`config.mk`:
```
export PLATFORM = sky130hd
export DESIGN_NAME = score_event_gen
export DESIGN_NICKNAME = d
export VERILOG_FILES = /design/src/rtl/score_event_gen.sv
export SDC_FILE = /design/constraint.sdc
export NUM_CORES = 1
export LEC_CHECK = 0
export BUFFER_PORTS_ARGS = -buffer_cell sky130_fd_sc_hd__buf_4
export CAP_MARGIN = 20
export CORE_ASPECT_RATIO = 1.4
export CORE_UTILIZATION = 40
export DETAILED_ROUTE_END_ITERATION = 8
export GPL_ROUTABILITY_DRIVEN = 0
export HOLD_SLACK_MARGIN = 0.02
export PLACE_DENSITY_LB_ADDON = 0.15
export SLEW_MARGIN = 10
export SYNTH_ARGS = -nofsm -noshare
export SYNTH_HDL_FRONTEND = slang
export SYNTH_SLANG_ARGS = --single-unit
```
`constraint.sdc`:
```
create_clock -name clk -period 3.9 [get_ports clk]
set_clock_uncertainty 0.15 [all_clocks]
set_input_delay 0.585 -clock clk [delete_from_list [all_inputs] [get_ports clk]]
set_output_delay 0.585 -clock clk [all_outputs]
set_load 0.01 [all_outputs]
```
`src/rtl/score_event_gen.sv`:
```
`default_nettype none
// ============================================================================
// Module      : score_event_gen
// Description : Game-state controller for a side-scrolling bird game.
//               Tracks IDLE / PLAY / DEAD, evaluates bird-versus-pipe and
//               bird-versus-floor collisions once per video frame, and emits a
//               one-cycle score_en pulse each time the bird clears a pipe.
//
//               Pipeline, counted from the cycle in which frame_tick is high:
//                 stage 1 : bird_y / pipe_x / gap_y captured at the end of
//                           the frame_tick cycle
//                 stage 2 : hit / pass flags computed from the stage-1
//                           snapshot and registered straight into the
//                           state / score_en / collision registers
//                 stage 3 : outputs visible, two clocks after frame_tick
//               One new frame may enter every cycle.
//
// Ports       : clk         - clock
//               reset       - asynchronous, active-high reset
//               frame_tick  - one-cycle pulse per video frame
//               start_btn   - synchronised start button (level)
//               bird_y      - bird top row
//               pipe_x      - pipe left column (decreasing, jumps up on respawn)
//               gap_y       - top row of the pipe gap
//               score_en    - one-cycle pulse per pipe passed
//               collision   - high from the cycle the bird dies until reset
//               playing     - high while in PLAY
//               state       - IDLE=00, PLAY=01, DEAD=10
//
// Revision    : 1.0 - initial release
// ============================================================================
module score_event_gen #(
    parameter int BIRD_X  = 80,
    parameter int BIRD_W  = 16,
    parameter int BIRD_H  = 16,
    parameter int PIPE_W  = 32,
    parameter int GAP_H   = 96,
    parameter int FLOOR_Y = 464
) (
    input  logic       clk,
    input  logic       reset,
    input  logic       frame_tick,
    input  logic       start_btn,
    input  logic [9:0] bird_y,
    input  logic [9:0] pipe_x,
    input  logic [9:0] gap_y,
    output logic       score_en,
    output logic       collision,
    output logic       playing,
    output logic [1:0] state
);

    // ------------------------------------------------------------------------
    // Geometry constants, widened to 11 bits so that no sum of a 10-bit
    // coordinate and a dimension can wrap.
    // ------------------------------------------------------------------------
    localparam logic [10:0] c_bird_x  = 11'(BIRD_X);
    localparam logic [10:0] c_bird_w  = 11'(BIRD_W);
    localparam logic [10:0] c_bird_h  = 11'(BIRD_H);
    localparam logic [10:0] c_pipe_w  = 11'(PIPE_W);
    localparam logic [10:0] c_gap_h   = 11'(GAP_H);
    localparam logic [10:0] c_floor_y = 11'(FLOOR_Y);

    typedef enum logic [1:0] {
        ST_IDLE = 2'b00,
        ST_PLAY = 2'b01,
        ST_DEAD = 2'b10
    } state_t;

    state_t     r_state;
    state_t     w_state_nxt;
    logic       r_score_en;
    logic       w_score_en_nxt;
    logic       r_collision;
    logic       w_collision_nxt;

    // Start button edge detection
    logic       r_start_d;
    logic       w_start_rise;

    // Stage 1 snapshot of the frame's geometry
    logic       r_s1_valid;
    logic [9:0] r_s1_bird_y;
    logic [9:0] r_s1_pipe_x;
    logic [9:0] r_s1_gap_y;

    // Previous-frame history used for pass detection
    logic       r_prev_valid;
    logic [9:0] r_prev_pipe_x;
    logic       r_armed;
    logic       w_armed_nxt;

    // Stage 2 combinational evaluation
    logic [10:0] w_bird_top;
    logic [10:0] w_bird_bot;
    logic [10:0] w_gap_top;
    logic [10:0] w_gap_bot;
    logic [10:0] w_pipe_left;
    logic [10:0] w_pipe_right;
    logic [10:0] w_prev_right;
    logic        w_overlap;
    logic        w_hit;
    logic        w_pass;

    assign w_start_rise = start_btn & ~r_start_d;

    // ------------------------------------------------------------------------
    // Start button history. Resets low, so a button already held when reset
    // is released counts as a fresh press.
    // ------------------------------------------------------------------------
    always_ff @(posedge clk or posedge reset) begin
        if (reset) begin
            r_start_d <= 1'b0;
        end else begin
            r_start_d <= start_btn;
        end
    end

    // ------------------------------------------------------------------------
    // Stage 1: capture geometry on frame_tick, but only while playing. Ticks
    // in IDLE or DEAD never enter the pipeline.
    // ------------------------------------------------------------------------
    always_ff @(posedge clk or posedge reset) begin
        if (reset) begin
            r_s1_valid  <= 1'b0;
            r_s1_bird_y <= '0;
            r_s1_pipe_x <= '0;
            r_s1_gap_y  <= '0;
        end else begin
            r_s1_valid <= frame_tick && (r_state == ST_PLAY);
            if (frame_tick && (r_state == ST_PLAY)) begin
                r_s1_bird_y <= bird_y;
                r_s1_pipe_x <= pipe_x;
                r_s1_gap_y  <= gap_y;
            end
        end
    end

    // ------------------------------------------------------------------------
    // Stage 2 evaluation, all in 11-bit unsigned arithmetic.
    // ------------------------------------------------------------------------
    assign w_bird_top   = {1'b0, r_s1_bird_y};
    assign w_bird_bot   = w_bird_top + c_bird_h;
    assign w_gap_top    = {1'b0, r_s1_gap_y};
    assign w_gap_bot    = w_gap_top + c_gap_h;
    assign w_pipe_left  = {1'b0, r_s1_pipe_x};
    assign w_pipe_right = w_pipe_left + c_pipe_w;
    assign w_prev_right = {1'b0, r_prev_pipe_x} + c_pipe_w;

    assign w_overlap = (w_pipe_left < (c_bird_x + c_bird_w)) &&
                       (w_pipe_right > c_bird_x);

    assign w_hit = (w_overlap && ((w_bird_top < w_gap_top) ||
                                  (w_bird_bot > w_gap_bot))) ||
                   (w_bird_bot > c_floor_y);

    // A pass is the pipe's right edge crossing the bird's left edge between
    // two consecutive evaluated frames. Without a previous frame (first frame
    // of a game) there is nothing to cross from.
    assign w_pass = r_armed && r_prev_valid &&
                    (w_prev_right >= c_bird_x) &&
                    (w_pipe_right < c_bird_x);

    // armed prevents one pipe from scoring twice: it drops on a pass and only
    // comes back when the pipe respawns to the right (pipe_x increases).
    always_comb begin
        w_armed_nxt = r_armed;
        if (!r_prev_valid) begin
            w_armed_nxt = 1'b1;
        end else if (w_pass) begin
            w_armed_nxt = 1'b0;
        end else if (r_s1_pipe_x > r_prev_pipe_x) begin
            w_armed_nxt = 1'b1;
        end
    end

    // ------------------------------------------------------------------------
    // Previous-frame history. Cleared when a new game starts so that the
    // first frame of the game cannot score against stale coordinates.
    // ------------------------------------------------------------------------
    always_ff @(posedge clk or posedge reset) begin
        if (reset) begin
            r_prev_valid  <= 1'b0;
            r_prev_pipe_x <= '0;
            r_armed       <= 1'b1;
        end else if ((r_state == ST_IDLE) && w_start_rise) begin
            r_prev_valid  <= 1'b0;
            r_prev_pipe_x <= '0;
            r_armed       <= 1'b1;
        end else if (r_s1_valid && (r_state == ST_PLAY)) begin
            r_prev_valid  <= 1'b1;
            r_prev_pipe_x <= r_s1_pipe_x;
            r_armed       <= w_armed_nxt;
        end
    end

    // ------------------------------------------------------------------------
    // FSM next-state and registered outputs. A frame that is still in flight
    // when the bird dies is dropped because the state is no longer PLAY.
    // ------------------------------------------------------------------------
    always_comb begin
        w_state_nxt    = r_state;
        w_score_en_nxt = 1'b0;
        case (r_state)
            ST_IDLE: begin
                if (w_start_rise) begin
                    w_state_nxt = ST_PLAY;
                end
            end
            ST_PLAY: begin
                if (r_s1_valid) begin
                    if (w_hit) begin
                        // Dying outranks scoring in the same frame.
                        w_state_nxt = ST_DEAD;
                    end else if (w_pass) begin
                        w_score_en_nxt = 1'b1;
                    end
                end
            end
            ST_DEAD: begin
                w_state_nxt = ST_DEAD;
            end
            default: begin
                w_state_nxt = ST_IDLE;
            end
        endcase
        w_collision_nxt = (w_state_nxt == ST_DEAD);
    end

    always_ff @(posedge clk or posedge reset) begin
        if (reset) begin
            r_state     <= ST_IDLE;
            r_score_en  <= 1'b0;
            r_collision <= 1'b0;
        end else begin
            r_state     <= w_state_nxt;
            r_score_en  <= w_score_en_nxt;
            r_collision <= w_collision_nxt;
        end
    end

    assign state     = r_state;
    assign score_en  = r_score_en;
    assign collision = r_collision;
    assign playing   = (r_state == ST_PLAY);

endmodule
`default_nettype wire

```
==> results of run 1 <==
-- cells in the mapped netlist (2+ instances only) --
cell | number | area (µm²)
a211o_1 | 2 | 17.5
a211oi_1 | 2 | 15.0
a21o_1 | 7 | 52.6
a21oi_1 | 14 | 70.1
a22o_1 | 10 | 87.6
a31o_1 | 2 | 17.5
buf_2 | 2 | 10.0
clkbuf_1 | 6 | 22.5
dfrtp_1 | 47 | 1180
ha_1 | 36 | 450
inv_1 | 30 | 113
mux2_2 | 15 | 169
nand2_1 | 24 | 90.1
nand3_1 | 6 | 30.0
nand3b_1 | 2 | 15.0
nand4_1 | 7 | 43.8
nor2_1 | 5 | 18.8
nor2b_1 | 5 | 31.3
nor3_1 | 5 | 25.0
nor4b_1 | 2 | 17.5
o21ai_0 | 19 | 95.1
or4_1 | 2 | 15.0
xnor2_1 | 7 | 61.3
xor2_1 | 3 | 26.3
-- worst min-delay path by stage --
stage / endpoint / startpoint / cells past startpoint / slack (ns)
floorplan: r_prev_pipe_x[1] / r_prev_pipe_x[1] / 1 / 0.33
global placement: r_prev_pipe_x[0] / r_s1_pipe_x[0] / 1 / 0.36
detailed placement: r_prev_pipe_x[0] / r_s1_pipe_x[0] / 1 / 0.37
CTS: r_start_d / start_btn / 1 / 0.24
global route: r_prev_pipe_x[6] / reset / 2 / 0.12
finish: r_s1_gap_y[1] / reset / 2 / 0.10
-- per-layer routing --
layer,vias up,part of all wire
met5,-,0
met4,0,0.011
met3,5,0.018
met2,25,0.57
met1,1026,0.41
li1,1077,-
-- cell type report --
cell class              count  area [µm²]
repair buffers             42         328
inverters                  30         113
clock buffers               6        72.6
multi-input cells         193        1520
well taps                  95         119
flip-flops and latches     48        1200
clock inverters             2        35.0
fillers                   714        3550
-- where the power goes --
part	internal, µW	switching (µW)	leakage (µW)	total, µW
Clock	191	167	0.0000552	357
Combinational	715	750	0.000954	1460
Sequential	722	247	0.000589	969
Total	1630	1160	0.00160	2790
-- metrics by stage --
stage	hold slack, ns	cells	util	worst slack [ns]	power, µW
6_report	0.101	416	0.488	1.10	2790
5_1_grt	0.118	416	0.488	0.862	3090
4_1_cts	0.239	415	0.486	1.07	2830
3_5_place_dp	0.369	407	0.470	1.10	2460
3_3_place_gp	0.363	407	0.470	1.13	2420
2_1_floorplan	0.330	279	-	1.22	2050
-- flip-flops by register name, indices dropped and copies added (netlist names) --
register and flops:
collision 1, state 2, r_s1_bird_y 10, r_s1_pipe_x 10, score_en 1, r_s1_valid 1
r_armed 1, r_prev_valid 1, r_prev_pipe_x 10, r_s1_gap_y 10, r_start_d 1
-- critical path, delay by kind of cell (launching register included) --
| family | cells | cell delay, ns |
|---|---|---|
| simple gates | 1 | 0.11 |
| flops | 1 | 0.44 |
| compound gates | 6 | 1.26 |
| fa+ha+maj | 2 | 0.58 |
| xor+xnor | 1 | 0.15 |
-- kinds of logic (layout without fill, tap and decap cells) --
group / Yosys count / after routing
buf+inv: 38 / 80
xor+xnor: 10 / 10
flops: 48 / 48
compound gates: 66 / 66
simple gates: 66 / 66
fa+ha+maj: 36 / 36
mux: 15 / 15
==> summary.md, run 1 <==
| Metric | Value |
|---|---|
| Routed WL per cell | `14.5 µm` |
| CP endpoint | `collision` |
| WL final | `6010 µm` |
| Worst-Margin Slew | `0.766 ns` |
| GRT met2 Usage | `0.349` |
| H-tree levels | `2` |
| Area Growth Syn to Fin | `18.2%` |
| DR iter-0 viols | `53` |
| Max Fclk | `0.357 GHz` |
| Final setup fails | `0` |
| Synth Area in Adders | `0.157` |
| Die Height | `102 µm` |
| Num CTS Buffers | `5` |
| Max_cap viols | `0` |
| Most common cell after layout, fill and taps aside | `dfrtp_1` |
| First-pass GRT wire length | `10,400 µm` |
| Final routed DRC violation total | `0` |
| Post-DP HPWL | `4700 µm` |
| DRT Pass-1 Iters | `4` |
| Reg2reg setup slack | `1.10 ns` |
| Synth Area per Inst | `10.3 µm²` |
| RR Endpoint | `collision` |
| Main synth FF type | `dfrtp_1` |
| Port buffer count | `38` |
| Min-Delay Path Class | `primary input to asynchronous set/reset pin` |
| Gr busiest metal | `met2` |
| Mapped cell area | `2870 µm²` |
| Status | `complete, no violations` |
| Count of cell types in the netlist | `43` |
| Mux cell area share after synthesis | `0.0589` |
| Syn Nets | `349` |
| All-Layer GR Usage | `0.182` |
| Via-to-Cell Ratio | `5.13` |
| Max VDD drop | `378 µV` |
| Largest family of logic cells by synthesized area | `compound AO/OA/AOI/OAI gates` |
| Final Hold Fails | `0` |
| Critical path type | `register to register` |
| # diodes | `0` |
| Clock tree buffer depth | `2` |
| Routing usage on met1 | `0.201` |
| Compound-Gate Fraction of Synth Area | `0.160` |
| Root Driver | `clkbuf_8` |
| Sequential share of the synthesized area | `0.419` |
| RSZ-0062 raised after global routing | `false` |
| Clock sinks | `48` |
| Crit start category | `register` |
| Synth Area in XOR/XNOR | `0.0306` |
| Commonest cells after routing, fill and taps aside | `dfrtp_1 (47), buf_4 (41), ha_1 (36), inv_1 (29), nand2_1 (24)` |
| Setup TNS | `0 ns` |
| Leakage | `0.00160 µW` |
| M3 GR Usage | `0.0266` |
| Synth Area in Simple Gates | `0.123` |
| FFs w/ async S/R, synth | `1.00` |
| Initial Utilization | `0.413` |
| Hold_buf cts | `0` |
| Share of cells above drive strength 1 | `0.212` |
| Clk slew on worst S/H paths | `0.09 ns` |
| Max Slew Vio Count | `0` |
| WP data arrival | `2.84 ns` |
| Slew HR | `0.489` |
| Worst Reg-to-Reg Cells | `10` |
| Critical R2R Launch | `r_s1_bird_y[4]` |
| Cell Area, Placed | `3260 µm²` |
| Crit path launch | `r_s1_bird_y[4]` |
| Min cycle time layout | `2.80 ns` |
| Die width | `73.5 µm` |
| Most common cell on crit path | `ha_1` |
| Fin nets | `390` |
| Die ar. | `7510 µm²` |
| Synth Register Bits | `48` |
| Vias | `2,133` |
| Post-CTS resize count | `0` |
| Max FO, Critical Path | `6` |
| Row count | `36` |
| Final non-filler cell area | `3390 µm²` |
| Worst EP required | `3.95 ns` |
| Post-CTS setup buffer count | `0` |
| Crit end category | `register` |
| Vias in the first global route | `2,260` |
| Core Region | `6940 µm²` |
| EDFF count, synth | `0` |
| Num ports | `39` |
| Initial antenna violation count | `0` |
| Fin crit share | `0.717` |
| Crit-path max cell delay | `0.44 ns` |
| Post-route antenna net violation count | `0` |
| Clock Latency Late Sink | `0.30 ns` |
| PD cells | `824 nW/µm²` |
| Crit-path slowest cell | `dfrtp_1` |
| Post-Syn Instances | `279` |
| CP Cell Sequence | `ha_1 > nand3_1 > xnor2_1 > ha_1 > a21oi_1 > o21ai_0 > a2111oi_4 > o2bb2ai_1 > a211o_1 > a31o_1` |
| Congestion Overflow GR | `0` |
| Synthesis warning total | `0` |
| Largest net degree at the start of global routing | `49` |
| CTS tree | `done` |
Note: power is estimated with default switching activity, not from simulation.
==> run 2, diff against run 1 <==
==> constraint.sdc (replaced) <==
create_clock -name clk -period 2.44 [get_ports clk]
set_clock_uncertainty 0.15 [all_clocks]
set_input_delay 0.366 -clock clk [delete_from_list [all_inputs] [get_ports clk]]
set_output_delay 0.366 -clock clk [all_outputs]
set_load 0.01 [all_outputs]
==> summary.md, run 2 (synthesis results as in run 1) <==
| Metric | Value |
|---|---|
| Largest net degree at the start of global routing | `32 (-35%)` |
| Initial antenna violation count | `0 (unchanged)` |
| WHS | `0.110 ns (+0.00907 ns)` |
| Clock Power Share | `0.107 (-0.021)` |
| Clock sinks | `48 (unchanged)` |
| Final routed DRC violation total | `0 (unchanged)` |
| Fin crit share | `1.02 (+0.300)` |
| Post-DP HPWL | `5040 µm (+7.3%)` |
| Fin nets | `427 (+9.5%)` |
| Core Region | `6940 µm² (unchanged)` |
| Comb pwr share | `0.615 (+0.090)` |
| CP endpoint | `collision` |
| Most common cell after layout, fill and taps aside | `buf_4` |
| Slew HR | `0.695 (+0.206)` |
| Crit end category | `register` |
| Initial Utilization | `0.413 (unchanged)` |
| Crit path buffers/inverters | `2 (+2)` |
| Num CTS Buffers | `5 (unchanged)` |
| Vias | `2,352 (+10%)` |
| Max Fclk | `0.403 GHz (+13%)` |
| Routed WL per cell | `15.0 µm (+3.5%)` |
| Number of cells on the critical path | `11 (+1)` |
| Root Driver | `clkbuf_8` |
| Met3 routed WL | `117 µm (+5.4%)` |
| Final WS setup | `-0.0415 ns (-1.14 ns)` |
| Max_cap viols | `0 (unchanged)` |
| Congestion Overflow GR | `0 (unchanged)` |
| Max FO, Critical Path | `2 (-4)` |
| H-tree levels | `2 (unchanged)` |
| Sw Share | `0.409 (-0.00747)` |
| Violated checks | `setup timing` |
| Internal power | `3190 µW (+96%)` |
| # diodes | `0 (unchanged)` |
| RR Endpoint | `collision` |
| Setup TNS | `-0.0788 ns (-0.0788 ns)` |
| Commonest cells after routing, fill and taps aside | `buf_4 (77), dfrtp_1 (45), ha_1 (30), inv_1 (26), nand2_1 (23)` |
| Row count | `36 (unchanged)` |
| Num ports | `39 (unchanged)` |
| Port buffer count | `38 (unchanged)` |
| Clk slew on worst S/H paths | `0.09 ns (about the same)` |
| Worst EP required | `2.49 ns (-1.46 ns)` |
| Die width | `73.5 µm (unchanged)` |
| Worst Reg-to-Reg Cells | `11 (+1)` |
| Crit start category | `register` |
| Status | `finished, violations left` |
| Min cycle time layout | `2.48 ns (-0.317 ns)` |
| Area Growth Syn to Fin | `33.3%` |
| All-Layer GR Usage | `0.198 (+0.0158)` |
| Min-Delay Path Class | `primary input to register` |
| Worst-Margin Slew | `0.445 ns (-0.320 ns)` |
| Clock tree buffer depth | `2 (unchanged)` |
| PD cells | `1410 nW/µm² (+72%)` |
| CP Cell Sequence | `inv_1 > ha_4 > buf_4 > xor2_1 > ha_1 > and4_4 > nand4_1 > o22ai_2 > o2bb2ai_2 > a211o_1 > a31o_1` |
| WL met2 | `3840 µm (+13%)` |
| Crit-path max cell delay | `0.36 ns (-0.08 ns)` |
| Crit-path slowest cell | `dfrtp_1` |
| DR iter-0 viols | `80 (+51%)` |
| CTS tree | `done` |
| P_sw | `2210 µW (+90%)` |
| Wl on met1 | `2650 µm (+8.6%)` |
| Die Height | `102 µm (unchanged)` |
| Flop pwr share | `0.278 (-0.069)` |
| WL final | `6780 µm (+13%)` |
| Final Hold Fails | `0 (unchanged)` |
| Clock Latency Late Sink | `0.30 ns (about the same)` |
| RSZ-0062 raised after global routing | `true` |
| Max VDD drop | `682 µV (+81%)` |
| Critical path type | `register to register` |
| Critical R2R Launch | `r_s1_gap_y[5]` |
| Crit path max-delay family | `compound AO/OA/AOI/OAI gates` |
| Via-to-Cell Ratio | `5.19 (+1.3%)` |
| Leakage | `0.00179 µW (+12%)` |
| Vias in the first global route | `2,417 (+6.9%)` |
| WP data arrival | `2.53 ns (-0.31 ns)` |
| First-pass GRT wire length | `11,200 µm (+7.3%)` |
| Die ar. | `7510 µm² (unchanged)` |
| Hold path start | `gap_y[8]` |
| Post-route antenna net violation count | `0 (unchanged)` |
| Final setup fails | `2 (+2)` |
| Reg2reg setup slack | `-0.04 ns (-1.14 ns)` |
| Top layer in use | `met4` |
| Max Slew Vio Count | `0 (unchanged)` |
| Share of cells above drive strength 1 | `0.360 (+0.148)` |
| DRT Pass-1 Iters | `4 (unchanged)` |
| Crit path launch | `r_s1_gap_y[5]` |
run 2: cell count changes in the layout (fill, tap and decap cells not counted), moves of 3 or more:
cell	previous run	this run
ha_4	0	6
ha_1	36	30
xnor2_1	7	4
inv_2	1	4
a21oi_2	0	3
a21oi_1	14	11
buf_4	41	77
xnor2_2	0	3
inv_1	29	26
run 2: how the worst min path moves through the flow:
stage / cells after the start / endpoint
finish: 3 / r_s1_gap_y[8]
floorplan: 0 / r_start_d
global placement: 2 / r_s1_pipe_x[4]
CTS: 3 / r_s1_gap_y[8]
global route: 3 / r_s1_gap_y[8]
detailed placement: 2 / r_s1_pipe_x[4]
run 2: per-layer routing:
layer,vias up,GRT usage
li1,1160,-
met1,1145,0.218
met2,34,0.368
met3,13,0.0286
met4,0,0.0902
met5,-,0
run 2: cell type report:
type | count | area [µm²]
clock buffers | 6 | 72.6
inverters | 30 | 113
clock inverters | 2 | 35.0
well taps | 95 | 119
repair buffers | 79 | 598
flip-flops and latches | 48 | 1200
multi-input cells | 193 | 1680
fillers | 630 | 3120
run 2: per-stage QoR:
stage,instance area (µm²),total power (µW),cells,utilization,setup slack (ns)
5_1_grt,3820,5890,453,0.551,-0.126
3_5_place_dp,3470,4330,432,0.500,-0.183
3_3_place_gp,3470,4270,432,0.500,-0.117
6_report,3820,5400,453,0.551,-0.0415
2_1_floorplan,2900,3360,279,-,0.00144
4_1_cts,3720,5200,450,0.536,-0.0688
run 2: repair_timing:
item / CTS / global route
buffers inserted: 8 / 3
hold buffers: 2 / 0
pin swaps: 17 / 9
hold endpoints to repair: 15 / 0
resized for setup: 12 / 13
setup endpoints to repair: 3 / 4
run 2: power groups by stage:
stage          Clock, µW  Sequential (µW)  Combinational [µW]
3_3_place_gp           0             1510                2760
4_1_cts              598             1500                3100
2_1_floorplan          0             1450                1920
6_report             578             1500                3320
5_1_grt              627             1550                3710
3_5_place_dp           0             1510                2810
run 2: worst reg2reg max path, delay by kind of cell, from the launching register on:
| family | cells | cell delay [ns] |
|---|---|---|
| buffers and inverters | 2 | 0.21 |
| AOI/OAI and AO/OA | 4 | 0.74 |
| adders and majority gates | 2 | 0.45 |
| xor gates and xnor gates | 1 | 0.15 |
| DFF | 1 | 0.36 |
| and+or+nand+nor | 2 | 0.31 |
==> run 3, diff against run 2 <==
--- a/config.mk
+++ b/config.mk
@@ -5,6 +5,7 @@
 export SDC_FILE = /design/constraint.sdc
 export NUM_CORES = 1
 export LEC_CHECK = 0
+export ABC_AREA = 1
 export BUFFER_PORTS_ARGS = -buffer_cell sky130_fd_sc_hd__buf_4
 export CAP_MARGIN = 20
 export CORE_ASPECT_RATIO = 1.4
==> summary.md, run 3 <==
| Metric | Value |
|---|---|
| Synth Area in XOR/XNOR | `0.0172 (-0.0133)` |
| Clock Latency Late Sink | `0.30 ns (about the same)` |
| Count of cell types in the netlist | `31 (-28%)` |
| Hold path depth | `3 (unchanged)` |
| Crit path launch | `r_s1_bird_y[4]` |
| Share of cells above drive strength 1 | `0.180 (-0.180)` |
| Die Height | `104 µm (+1.9%)` |
| Max_cap viols | `0 (unchanged)` |
| Worst-Margin Slew | `0.505 ns (+0.0596 ns)` |
| Synth Register Bits | `48 (unchanged)` |
| Syn Nets | `444 (+27%)` |
| FF/Latch Area | `1200 µm² (unchanged)` |
| Post-DP HPWL | `5260 µm (+4.5%)` |
| Port buffer count | `38 (unchanged)` |
| Multi-input logic area | `1570 µm² (-6.6%)` |
| Crit path max-delay family | `simple AND/OR/NAND/NOR gates` |
| Top cell type's share of synthesized area | `0.395 (-0.0155)` |
| Largest area contributor in the netlist | `dfrtp_1` |
| Row count | `36 (unchanged)` |
| DRT Pass-1 Iters | `4 (unchanged)` |
| CP Cell Sequence | `buf_6 > clkinvlp_4 > ha_4 > ha_1 > nand2_1 > inv_1 > nand2_1 > nor2_1 > nand2_1 > nand3_1 > nand2_1 > nand2_1 > nand2_2 > nand2_2 > nand2_1 > nand2_1 > nand2_1` |
| Synth Area per Inst | `7.97 µm² (-22%)` |
| Most common cell on crit path | `nand2_1` |
| Crit-path max cell delay | `0.42 ns (+0.06 ns)` |
| WL final | `6910 µm (+1.9%)` |
| Final routed DRC violation total | `0 (unchanged)` |
| Main synth FF type | `dfrtp_1` |
| Synth Area in Adders | `0.151 (-0.00594)` |
| Min cycle time layout | `2.26 ns (-0.221 ns)` |
| Fin nets | `491 (+15%)` |
| Max Slew Vio Count | `0 (unchanged)` |
| Initial antenna violation count | `0 (unchanged)` |
| DR iter-0 viols | `123 (+54%)` |
| Mapped cell area | `2980 µm² (+3.9%)` |
| Routed WL per cell | `13.4 µm (-11%)` |
| Crit start category | `register` |
| Most frequent cell after synthesis | `nand2_1` |
| EDFF count, synth | `0 (unchanged)` |
| Crit end category | `register` |
| Post-route antenna net violation count | `0 (unchanged)` |
| Clock sinks | `48 (unchanged)` |
| CTS tree | `done` |
| First-pass GRT wire length | `11,700 µm (+4.9%)` |
| Sequential share of the synthesized area | `0.404 (-0.0159)` |
| Worst EP required | `2.47 ns (-0.02 ns)` |
| WHS | `0.105 ns (-0.00568 ns)` |
| All-Layer GR Usage | `0.196 (-0.00239)` |
| WP data arrival | `2.29 ns (-0.24 ns)` |
| Hold path start | `bird_y[3]` |
| Largest net degree at the start of global routing | `37 (+16%)` |
| H-tree levels | `2 (unchanged)` |
| Met3 routed WL | `119 µm (+1.7%)` |
| Synth Area in Simple Gates | `0.228 (+0.105)` |
| Initial Utilization | `0.421 (+0.00803)` |
| Max VDD drop | `637 µV (-6.6%)` |
| Clock tree buffer depth | `2 (unchanged)` |
| Synthesis warning total | `0 (unchanged)` |
| Max FO, Critical Path | `4 (+2)` |
| Crit path buffers/inverters | `3 (+1)` |
| Leakage | `0.00186 µW (+3.6%)` |
| Critical path type | `register to register` |
| Vias | `2,520 (+7.1%)` |
| Synth area leaders | `dfrtp_1 (39%), ha_1 (15%), nand2_1 (13%)` |
| # diodes | `0 (unchanged)` |
| Final Hold Fails | `0 (unchanged)` |
| Area Growth Syn to Fin | `21.8%` |
| WL met2 | `3880 µm (+1.2%)` |
| Fin crit share | `0.927 (-0.0904)` |
| Post-synth top cells | `nand2_1 (100), inv_1 (54), dfrtp_1 (47)` |
| Vias in the first global route | `2,661 (+10%)` |
| Compound-Gate Fraction of Synth Area | `0.110 (-0.0506)` |
| Die width | `74.9 µm (+1.9%)` |
| Min-Delay Path Class | `primary input to register` |
| FFs w/ async S/R, synth | `1.00 (unchanged)` |
| Mux cell area share after synthesis | `0 (-0.0589)` |
| Die ar. | `7800 µm² (+3.8%)` |
| Final setup fails | `0 (-2)` |
| Max Fclk | `0.442 GHz (+9.8%)` |
| Status | `complete, no violations` |
| PD cells | `1280 nW/µm² (-9.8%)` |
| Crit-path slowest cell | `dfrtp_1` |
| Most common cell after layout, fill and taps aside | `nand2_1` |
| Via-to-Cell Ratio | `4.87 (-6.1%)` |
| Total power | `4630 µW (-14%)` |
| Worst Reg-to-Reg Cells | `17 (+6)` |
| Wl on met1 | `2750 µm (+4.0%)` |
| Clk slew on worst S/H paths | `0.09 ns (about the same)` |
| Root Driver | `clkbuf_8` |
| Number of cells on the critical path | `17 (+6)` |
| Top layer in use | `met4` |
| Congestion Overflow GR | `0 (unchanged)` |
| Largest family of logic cells by synthesized area | `simple AND/OR/NAND/NOR gates` |
| Slew HR | `0.661 (-0.0346)` |
| Critical R2R Launch | `r_s1_bird_y[4]` |
| Core Region | `7070 µm² (+1.9%)` |
| Post-Syn Instances | `374 (+34%)` |
| Num ports | `39 (unchanged)` |
| FILL cells | `708 (+12%)` |
| Num CTS Buffers | `5 (unchanged)` |
| Commonest cells after routing, fill and taps aside | `nand2_1 (100), inv_1 (52), dfrtp_1 (45), buf_4 (42), ha_1 (32)` |
[run 3: cell count changes in the layout (fill, tap and decap cells not counted), moves of 7 or more]
cell,delta
a22o_1,-10
buf_4,-35
inv_1,+26
mux2_2,-15
nand2_1,+77
nand3_1,+11
nor2_1,+15
o21ai_0,+8
o21ai_1,+7
o22ai_1,+9
[run 3: cell families after synthesis]
| logic type | count (synthesis) |
|---|---|
| and+or+nand+nor | 158 |
| buffers and inverters | 66 |
| AOI/OAI and AO/OA | 61 |
| DFF | 48 |
| adders and majority gates | 36 |
| xor gates and xnor gates | 5 |
[run 3: worst reg2reg max path: cells and delay by family, from the launching register on]
kind / cells / cell delay, ns
fa+ha+maj: 2 / 0.52
flops: 1 / 0.42
buf+inv: 3 / 0.32
simple gates: 12 / 0.73
[run 3: power breakdown]
| part | internal (µW) | leakage [µW] | switching [µW] |
|---|---|---|---|
| logic | 1090 | 0.00120 | 1540 |
| clock network | 305 | 0.0000552 | 278 |
| registers | 1120 | 0.000601 | 291 |
| total | 2520 | 0.00186 | 2110 |
[run 3: path summary, 6_finish.rpt]
kind	endpoint	slack, ns
min reg2reg	r_armed	0.32
max reg2reg	state[0]	0.18
min in group asynchronous	r_s1_gap_y[2]	0.50
max in group asynchronous	r_armed	1.05
max	state[0]	0.18
min	r_s1_bird_y[3]	0.10
[run 3: final cells by class]
cell class | instances | area share
clock buffer | 6 | 0.0200
sequential | 48 | 0.332
tap | 95 | 0.0328
clock inverter | 2 | 0.00966
timing repair buffer | 48 | 0.112
multi-input combinational | 260 | 0.432
inverter | 58 | 0.0611
[run 3: repair_timing]
action / in CTS / in global routing
endpoints found under the setup margin: 0 / 4
setup buffers: 0 / 4
resized for setup: 0 / 13
hold buffers: 1 / 1
endpoints found under the hold margin: 21 / 1
[run 3: metal layers]
| layer | global-route usage | vias to the layer above |
|---|---|---|
| met4 | 0.0768 | 0 |
| met1 | 0.208 | 1178 |
| met3 | 0.0300 | 13 |
| met5 | 0 | - |
| met2 | 0.366 | 35 |
| li1 | - | 1294 |
[run 3: through the flow]
step           utilization  std cells  setup slack, ns  area, µm²  setup TNS (ns)
6_report             0.513        517            0.179       3630               0
5_1_grt              0.513        517          -0.0105       3630         -0.0123
4_1_cts              0.495        512           0.0773       3500               0
3_5_place_dp         0.479        503           0.0966       3390               0
3_3_place_gp         0.479        503            0.172       3390               0
2_1_floorplan            -        374            0.240       2980               0
